`config.mk`:
```
export PLATFORM = sky130hd
export DESIGN_NAME = reorder_buffer
export DESIGN_NICKNAME = d
export VERILOG_FILES = /design/src/rtl/reorder_buffer.sv
export SDC_FILE = /design/constraint.sdc
export NUM_CORES = 2
export LEC_CHECK = 0
export CORE_AREA = 2 2 342 344
export CTS_CLUSTER_DIAMETER = 100
export DETAILED_ROUTE_END_ITERATION = 8
export DIE_AREA = 0 0 344 346
export PLACE_DENSITY = 0.66
export SETUP_SLACK_MARGIN = 0.3
export SLEW_MARGIN = 10
export SYNTH_ARGS = -nofsm -noshare
export SYNTH_HDL_FRONTEND = slang
export SYNTH_SLANG_ARGS = --single-unit
```
`constraint.sdc`:
```
create_clock -name clk -period 9.5 [get_ports clk]
set_input_delay 2.85 -clock clk [delete_from_list [all_inputs] [get_ports clk]]
set_output_delay 2.85 -clock clk [all_outputs]
set_load 0.05 [all_outputs]
```
`src/rtl/reorder_buffer.sv`:
```
// Circular reorder buffer: allocates tagged entries, captures CDB results, retires in order, flushes on mispredict.
// Optional ROB_BYPASS_EN adds two combinational operand lookup ports for dispatch.
module reorder_buffer #(
    parameter int ROB_DEPTH = 16,
    parameter int TAG_W     = 5
) (
    input  logic             clk,
    input  logic             rst,
    input  logic             rdy,
    input  logic             alloc_valid,
    input  logic [4:0]       alloc_rd,
    input  logic             alloc_is_branch,
    output logic             alloc_ready,
    output logic [TAG_W-1:0] alloc_tag,
    input  logic             wb_valid,
    input  logic [TAG_W-1:0] wb_tag,
    input  logic [31:0]      wb_value,
    input  logic             wb_mispredict,
    input  logic [31:0]      wb_target,
`ifdef ROB_BYPASS_EN
    input  logic [TAG_W-1:0] q1_tag,
    input  logic [TAG_W-1:0] q2_tag,
    output logic             q1_ready,
    output logic             q2_ready,
    output logic [31:0]      q1_value,
    output logic [31:0]      q2_value,
`endif
    output logic             commit_valid,
    output logic             commit_wen,
    output logic [4:0]       commit_rd,
    output logic [31:0]      commit_value,
    output logic [TAG_W-1:0] commit_tag,
    output logic             flush,
    output logic [31:0]      flush_pc
);
    localparam int IDX_W = TAG_W - 1;

    logic [ROB_DEPTH-1:0] busy, ready, is_branch, mispredict;
    logic [4:0]           rd_q     [ROB_DEPTH];
    logic [31:0]          value_q  [ROB_DEPTH];
    logic [31:0]          target_q [ROB_DEPTH];
    logic [IDX_W-1:0]     head, tail;
    logic [TAG_W-1:0]     count;

    logic [IDX_W-1:0] wb_idx;
    logic             wb_tag_ok, wb_fire, alloc_fire, commit_fire, do_flush;

    assign alloc_ready = count < TAG_W'(ROB_DEPTH);
    assign alloc_tag   = TAG_W'({1'b0, tail}) + TAG_W'(1);

    // Tags above ROB_DEPTH name no slot and are dropped like tag 0.
    assign wb_idx      = IDX_W'(wb_tag - TAG_W'(1));
    assign wb_tag_ok   = (wb_tag != '0) && (wb_tag <= TAG_W'(ROB_DEPTH));
    assign wb_fire     = wb_valid && wb_tag_ok && busy[wb_idx];
    assign alloc_fire  = alloc_valid && alloc_ready;
    assign commit_fire = busy[head] && ready[head];
    assign do_flush    = commit_fire && is_branch[head] && mispredict[head];

    always_ff @(posedge clk) begin
        if (rst) begin
            busy         <= '0;
            ready        <= '0;
            is_branch    <= '0;
            mispredict   <= '0;
            head         <= '0;
            tail         <= '0;
            count        <= '0;
            commit_valid <= 1'b0;
            commit_wen   <= 1'b0;
            commit_rd    <= '0;
            commit_value <= '0;
            commit_tag   <= '0;
            flush        <= 1'b0;
            flush_pc     <= '0;
            for (int i = 0; i < ROB_DEPTH; i++) begin
                rd_q[i]     <= '0;
                value_q[i]  <= '0;
                target_q[i] <= '0;
            end
        end else begin
            commit_valid <= 1'b0;
            commit_wen   <= 1'b0;
            flush        <= 1'b0;
            if (rdy) begin
                if (wb_fire) begin
                    ready[wb_idx]      <= 1'b1;
                    value_q[wb_idx]    <= wb_value;
                    mispredict[wb_idx] <= wb_mispredict;
                    target_q[wb_idx]   <= wb_target;
                end
                // The tail slot is never busy when alloc fires, so it cannot collide with a writeback.
                if (alloc_fire) begin
                    busy[tail]      <= 1'b1;
                    ready[tail]     <= 1'b0;
                    rd_q[tail]      <= alloc_rd;
                    is_branch[tail] <= alloc_is_branch;
                    tail            <= tail + IDX_W'(1);
                end
                if (commit_fire) begin
                    busy[head]   <= 1'b0;
                    head         <= head + IDX_W'(1);
                    commit_valid <= 1'b1;
                    commit_wen   <= rd_q[head] != 5'd0;
                    commit_rd    <= rd_q[head];
                    commit_value <= value_q[head];
                    commit_tag   <= TAG_W'({1'b0, head}) + TAG_W'(1);
                end
                count <= count + TAG_W'(alloc_fire) - TAG_W'(commit_fire);
                // Flush overrides the allocate and pointer updates above.
                if (do_flush) begin
                    busy     <= '0;
                    head     <= '0;
                    tail     <= '0;
                    count    <= '0;
                    flush    <= 1'b1;
                    flush_pc <= target_q[head];
                end
            end
        end
    end

`ifdef ROB_BYPASS_EN
    // Returns {ready, value}; a stored result wins over a same-cycle CDB match.
    function automatic logic [32:0] lookup(input logic [TAG_W-1:0] t);
        logic [IDX_W-1:0] i;
        logic             hit;
        i      = IDX_W'(t - TAG_W'(1));
        hit    = (t != '0) && (t <= TAG_W'(ROB_DEPTH)) && busy[i];
        lookup = '0;
        if (hit && ready[i])
            lookup = {1'b1, value_q[i]};
        else if (hit && wb_valid && wb_tag == t)
            lookup = {1'b1, wb_value};
    endfunction

    always_comb begin
        {q1_ready, q1_value} = lookup(q1_tag);
        {q2_ready, q2_value} = lookup(q2_tag);
    end
`endif

endmodule

```
==> Word-level counts from Yosys, hierarchy flattened <==
Memories as Yosys holds them, arrays and structs flattened. A register that Yosys moved wholly into a read port is not among the register bits.
Index checks and enable logic that the tools add are counted.
{ "totals": {"ff_bits": 90, "latch_bits": 0, "ramBits": 1104, "mem_bits_ro": 0, "inputBits": 81, "output_inout_bits": 83, "wordCells": 118, "memories": 3} }
{ "op_classes": {"addsub": 7, "multipliers": 0, "div": 0, "n_lt_le_gt_ge": 8, "n_eq_ne": 0, "shifts": 0, "muxes": 55, "n_bitwise": 8, "n_reduce_logical": 25} }
{ "mem_list": {"columns": ["name", "words", "width", "read_ports", "rd_clocked_by_memory_dff", "wr", "line", "source"], "rows": [
  ["target_q", 16, 32, 1, 1, 16, "41", "logic [31:0] target_q [ROB_DEPTH];"],
  ["value_q", 16, 32, 1, 1, 16, "40", "logic [31:0] value_q [ROB_DEPTH];"],
  ["rd_q", 16, 5, 1, 1, 16, "39", "logic [4:0] rd_q [ROB_DEPTH];"]
]} }
{ "op_table": {"columns": ["operator", "count"], "rows": [
  ["$mux 16", 9],
  ["$mux 32", 2],
  ["$reduce_or 32->1", 2],
  ["$mux 4", 9],
  ["$and 16x16->16", 2],
  ["$bwmux 16", 2],
  ["$not 16->16", 2],
  ["$or 16x16->16", 2],
  ["$mux 1", 23],
  ["$bmux 1 s4", 5],
  ["$lt 4x5->1 const B", 3],
  ["$demux 1 s4", 3],
  ["$ge 4x1->1 const B", 3],
  ["$reduce_and 2->1", 6],
  ["$add 4x1->5 const B", 2],
  ["$logic_and 1x1->1", 10],
  ["$mux 5", 2],
  ["$reduce_bool 5->1", 2],
  ["$add 4x1->4 const B", 2],
  ["$add 5x1->5", 1],
  ["$le 5x5->1 const B", 1],
  ["$lt 5x5->1 const B", 1],
  ["$reduce_or 5->1", 1],
  ["$sub 5x1->5", 1],
  ["5 further kinds", 7]
]} }

==> Depth between registers and ports, before layout <==
{ "depth": {"word_depth": 11, "ltp_mapped": 21, "depth_no_buf": 16} }

==> Worst setup path before layout <==
Ideal clock, no wire load.
{ "synth_timing": {"path_type": "input to register", "start": "in wb_tag[0]", "end": "mem target_q[7][0], enable pin", "setup_time_ns": 0.423, "arrival_ns": 6.405, "required_ns": 9.077, "setup_slack_ns": 2.672, "stages": 13, "n_path_buf": 5, "path_cell_list": "buf_6 > inv_1 > ha_1 > buf_2 > nor3b_2 > xnor2_1 > and3_1 > o221ai_2 > or4_1 > clkbuf_2 > buf_6 > buf_12 > nand2_1"} }
{ "synth_lines": {"columns": ["element", "line", "source"], "rows": [
  ["from (decl)", "16", "input logic [TAG_W-1:0] wb_tag,"],
  ["to (decl)", "41", null]
]} }

==> Worst setup path in the final report <==
{ "layout_timing": {"start": "in wb_tag[0]", "end": "reg mispredict[7]"} }
{ "layout_between": {"elab_chain_cells": 6, "word_cells_on_any_way": 15, "cone_classes": "1 x add/sub; 3 x order compare; 5 x mux; 6 x reduce/logical"} }
{ "layout_lines": {"columns": ["element", "line", "source"], "rows": [
  ["$sub 4x1->4", "52", "assign wb_idx = IDX_W'(wb_tag - TAG_W'(1));"],
  ["$lt 4x5->1 (implied by the code) or $ge 4x1->1 (tied branches)", "88", "mispredict[wb_idx] <= wb_mispredict;"],
  ["$logic_and 1x1->1 (implied by the code)", "88", null],
  ["$mux 1 (implied by the code)", "88", null],
  ["$demux 1 s4", "88", null],
  ["$bwmux 16", "88", null],
  ["to (signal, indexed assignment)", "88", null],
  ["to (decl)", "38", "logic [ROB_DEPTH-1:0] busy, ready, is_branch, mispredict;"]
]} }
Parallel ways exist; a longest one is shown, timed or not. The select of a mux whose other input is x is not followed.
A chain may end at the register's enable or synchronous reset.

==> results.rst <==
.. list-table::
   :header-rows: 1

   * - Metric
     - Value
   * - Status
     - finished clean
   * - Top Family by Delay on Critical Path
     - buffers and inverters
   * - Utilization after layout
     - 55.4%
   * - Clock tree from TritonCTS
     - yes
   * - Largest net degree at the start of global routing
     - 150
   * - Cell at the root of the clock tree
     - sky130_fd_sc_hd__clkbuf_16
   * - Dominant cell type by count on the critical path
     - sky130_fd_sc_hd__buf_4
   * - Setup crit start kind
     - input port
   * - Hold crit path type
     - flip-flop to flip-flop
   * - Yosys warns
     - 0
   * - First-pass GRT wire length
     - between 200000 and 250000 µm
   * - Via count normalized by instance count
     - 6.10
   * - Setup violators final
     - 0
   * - Die area
     - 119000 µm²
   * - Proportion of synthesized flip-flops having asynchronous set or reset
     - 0%
   * - Count of buffers from port buffering
     - 163
   * - Lkg Pwr
     - roughly 23 nW
   * - Syn Area/Cell
     - around 15 µm²
   * - Bufs on Longest Clock Path
     - 3
   * - Area grow syn2layout
     - 12.0%
   * - Share of layout cells above drive strength 1
     - 17.5%
   * - Cell Count, Final, Fillers Out
     - between 5000 and 6000
   * - Total count of max-transition violations in the final report
     - 0
   * - Count of unique library cells instantiated by Yosys
     - 72
   * - Launch point of the critical path
     - wb_tag[0]
   * - Post-place setup slack
     - 1.59 ns
   * - Post-layout worst setup margin
     - 2.27 ns
   * - Violation count after the first detailed-route iteration
     - 3842
   * - Register-to-Register Path Depth
     - 16
   * - DRT antenna net count
     - 0
   * - Number of setup buffers added after CTS
     - 0
   * - Slew HR
     - 9.07%
   * - Number of global-route vias before repair
     - 34300
   * - Number of register bits inferred by synthesis
     - 1262
   * - Most instantiated flip-flop cell in the synthesis netlist
     - sky130_fd_sc_hd__edfxtp_1
   * - Buffers plus inverters on the worst setup path
     - 4
   * - Slowest stage cell on the critical path
     - sky130_fd_sc_hd__clkdlybuf4s50_1
   * - Final HPWL from detailed placement
     - 90200 µm
   * - CTS clk-pin slew, worst paths
     - 0.06 ns
   * - Flop2flop setup slack
     - 4.67 ns
   * - Hold-fix buffers, CTS
     - 0
   * - Arrival time of the worst setup path
     - 7.87 ns
   * - Worst reg2reg startpoint
     - head[1]
   * - Gates resized, CTS repair
     - 0
   * - Unrepaired setup endpoints after global routing
     - no
   * - Worst hold path stage count
     - 2
   * - Capture point of the worst reg-to-reg path
     - count[4]
   * - Antenna violations before repair
     - 11
   * - Fraction of the yosys area taken by sequential cells
     - 63.5%
   * - Filler Cells Inserted
     - just over 9000
   * - Vertical die dimension
     - roughly 350 µm
   * - Core Rows
     - 125
   * - Count of final hold-check violations
     - 0
   * - Number of instances in the placed design
     - 5229
   * - Top-level I/O count
     - around 160
   * - Setup skew after layout
     - 0.0263 ns
   * - Number of design rule violations left after detail routing
     - 0
   * - Reported max-cap violation count
     - 0
   * - Class of the most critical setup path
     - input port to flip-flop
   * - P per Cell Area
     - 193 nW/µm²
   * - Start point of the worst min-delay path
     - ready[11]
   * - Highest clock frequency the design can meet
     - 0.138 GHz
   * - Minimum clock period
     - 7.23 ns
   * - Worst VDD drop
     - between 0.15 and 0.2 mV
   * - CP Capture Type
     - flip-flop
   * - Width of the chip
     - 344 µm
   * - Biggest cell delay along the critical path
     - approximately 0.89 ns
   * - Final period util
     - 76.1%
   * - Transition at the pin with the smallest max-transition slack
     - 1.35 ns
   * - TritonRoute pass-1 iters
     - 6
   * - Total routed wirelength
     - 157000 µm
   * - Placer's final routability congestion estimate
     - 0.864
   * - Required @ worst endpoint
     - 10.14 ns
   * - Net count after synthesis
     - a little under 4000
   * - Later-pin clock latency in the skew report
     - about 0.75 ns
   * - H-tree depth reported by CTS
     - 4
   * - Wire per inst
     - 28.6 µm
   * - Number of instances in the synthesized netlist
     - roughly 3800
   * - Starting density of the core
     - between 40 and 50%
   * - Grt total ovfl
     - 0
   * - Number of synthesized flops with an enable pin
     - 1104
   * - Worst-path maximum fanout
     - 25
   * - Floorplan Core Area
     - approximately 120000 µm²
   * - Leading cell type in the layout, fill and taps excluded
     - sky130_fd_sc_hd__edfxtp_1
   * - Worst hold endpoint
     - ready[11]
   * - Most used cells in the layout excluding fill and tap cells
     - sky130_fd_sc_hd__edfxtp_1 (1104), sky130_fd_sc_hd__and2_1 (756), sky130_fd_sc_hd__mux4_2 (346), sky130_fd_sc_hd__nor2_1 (214), sky130_fd_sc_hd__and3_1 (169)
   * - Net total in the final layout
     - 3940
   * - GRT Overall Usage
     - a little over a quarter
   * - Area of the mapped netlist
     - 57100 µm²
   * - Aggregate negative setup slack
     - 0 ns
   * - Number of clock sinks
     - 1262
   * - Number of buffers created by CTS
     - 134
   * - Via count
     - 33400
   * - Cells along the critical path
     - clkdlybuf4s50_1 > inv_1 > ha_1 > or2_0 > o21ai_1 > a22oi_2 > o221ai_4 > or4_4 > buf_4 > buf_4 > mux2i_1
==> worst max path at each step <==
stage,endpoint,slack (ns),cells after the start
2_1_floorplan,target_q[7][0],2.67,13
3_3_place_gp,target_q[7][26],1.64,10
3_5_place_dp,target_q[7][26],1.59,10
4_1_cts,target_q[7][22],2.35,10
5_1_grt,target_q[7][22],2.01,10
6_report,mispredict[7],2.27,11
==> Yosys cell counts (3+ instances only) <==
cell type / number / area (µm²)
sky130_fd_sc_hd__edfxtp_1: 1104 / 33200
sky130_fd_sc_hd__and2_1: 756 / 4730
sky130_fd_sc_hd__mux4_2: 346 / 7790
sky130_fd_sc_hd__clkbuf_1: 219 / 822
sky130_fd_sc_hd__nor2_1: 214 / 803
sky130_fd_sc_hd__and3_1: 169 / 1060
sky130_fd_sc_hd__dfxtp_1: 158 / 3160
sky130_fd_sc_hd__nand2_1: 143 / 537
sky130_fd_sc_hd__a21oi_1: 109 / 546
sky130_fd_sc_hd__nand3_1: 68 / 340
sky130_fd_sc_hd__buf_2: 62 / 310
sky130_fd_sc_hd__o21ai_0: 59 / 295
sky130_fd_sc_hd__buf_6: 46 / 518
sky130_fd_sc_hd__nand4_1: 40 / 250
sky130_fd_sc_hd__inv_1: 38 / 143
sky130_fd_sc_hd__o31ai_1: 34 / 255
sky130_fd_sc_hd__nor2_4: 29 / 327
sky130_fd_sc_hd__buf_1: 25 / 93.8
sky130_fd_sc_hd__mux2i_1: 21 / 210
sky130_fd_sc_hd__ha_1: 17 / 213
sky130_fd_sc_hd__a22o_1: 16 / 140
sky130_fd_sc_hd__nor2b_1: 13 / 81.3
sky130_fd_sc_hd__nor3_1: 13 / 65.1
sky130_fd_sc_hd__a22oi_1: 12 / 90.1
sky130_fd_sc_hd__xnor2_1: 11 / 96.3
sky130_fd_sc_hd__nand3b_1: 8 / 60.1
sky130_fd_sc_hd__nor3b_1: 8 / 60.1
sky130_fd_sc_hd__a31oi_1: 7 / 43.8
sky130_fd_sc_hd__or2_2: 7 / 43.8
sky130_fd_sc_hd__o21a_1: 6 / 45.0
sky130_fd_sc_hd__nor3_2: 5 / 50.1
sky130_fd_sc_hd__nor4_4: 5 / 106
sky130_fd_sc_hd__a311oi_1: 4 / 35.0
sky130_fd_sc_hd__a32o_1: 4 / 40.0
sky130_fd_sc_hd__o2111ai_1: 4 / 35.0
sky130_fd_sc_hd__xor2_1: 4 / 35.0
sky130_fd_sc_hd__a21o_1: 3 / 22.5
sky130_fd_sc_hd__buf_12: 3 / 60.1
sky130_fd_sc_hd__clkinv_1: 3 / 11.3
sky130_fd_sc_hd__nand2b_1: 3 / 18.8
sky130_fd_sc_hd__nor3_4: 3 / 48.8
sky130_fd_sc_hd__o211ai_1: 3 / 22.5
sky130_fd_sc_hd__o22ai_1: 3 / 18.8
==> worst register-to-register path, cell delays in order, from the launching register on <==
cell                        delay (ns)
sky130_fd_sc_hd__dfxtp_4          0.71
sky130_fd_sc_hd__buf_4            0.76
sky130_fd_sc_hd__o21ai_0          0.22
sky130_fd_sc_hd__o31ai_1          0.38
sky130_fd_sc_hd__o22a_4           0.51
sky130_fd_sc_hd__inv_4            0.29
sky130_fd_sc_hd__ha_1             0.37
sky130_fd_sc_hd__inv_1            0.05
sky130_fd_sc_hd__ha_1             0.15
sky130_fd_sc_hd__inv_1            0.06
sky130_fd_sc_hd__fa_1             0.42
sky130_fd_sc_hd__inv_1            0.07
sky130_fd_sc_hd__a21o_1           0.11
sky130_fd_sc_hd__a21oi_1          0.07
sky130_fd_sc_hd__xnor2_1          0.17
sky130_fd_sc_hd__mux2i_1          0.09
sky130_fd_sc_hd__a2111oi_0        0.26
==> through the flow <==
step	power, mW	instance area, µm²	hold WS [ns]
5_1_grt	12.7	64000	0.483
3_5_place_dp	7.21	59600	0.448
3_3_place_gp	7.20	59600	0.441
2_1_floorplan	6.85	57100	0.426
6_report	12.4	64000	0.462
4_1_cts	12.4	64000	0.456
==> flip-flops by register name, summed over array words and instances (netlist names), 5 cells and up, named ones only <==
name and flops:
count 5, busy 16, commit_tag 5, commit_rd 5, mispredict 16, target_q 512, is_branch 16, value_q 512
flush_pc 32, commit_value 32, ready 16, rd_q 80
==> logic make-up (layout without fill, tap and decap cells) <==
group,count (synthesis),count (layout),share of synthesized area (%)
simple gates,1493,1493,15.2
compound gates,285,285,3.15
mux,369,369,14.0
fa+ha+maj,18,18,0.407
xor+xnor,15,15,0.230
flops,1262,1262,63.5
buf+inv,399,509,3.46
other cells,0,5,0
==> cell type report <==
type / count / area [µm²] / share of cell area [%]
flip-flops and latches: 1262 / 36300 / 56.8
repair buffers: 222 / 2130 / 3.33
multi-input cells: 2180 / 19000 / 29.7
diodes: 5 / 12.5 / 0.0196
clock inverters: 64 / 632 / 0.988
clock buffers: 182 / 3780 / 5.91
inverters: 41 / 168 / 0.262
well taps: 1524 / 1910 / 2.98
==> power breakdown <==
part | leakage, nW | total, mW | internal, mW | switching [mW]
combinational | 7.77 | 0.842 | 0.273 | 0.569
clock | 2.16 | 5.27 | 3.07 | 2.19
sequential | 12.8 | 6.25 | 6.18 | 0.0735
==> per-layer routing <==
layer	GRT usage (%)	up-vias	wire, µm
li1	-	14300	-
met1	36.5	17300	63100
met2	43.4	1555	77200
met3	4.93	252	12500
met4	7.85	6	4120
met5	0	-	34
Power figures use the tool's default switching activity.
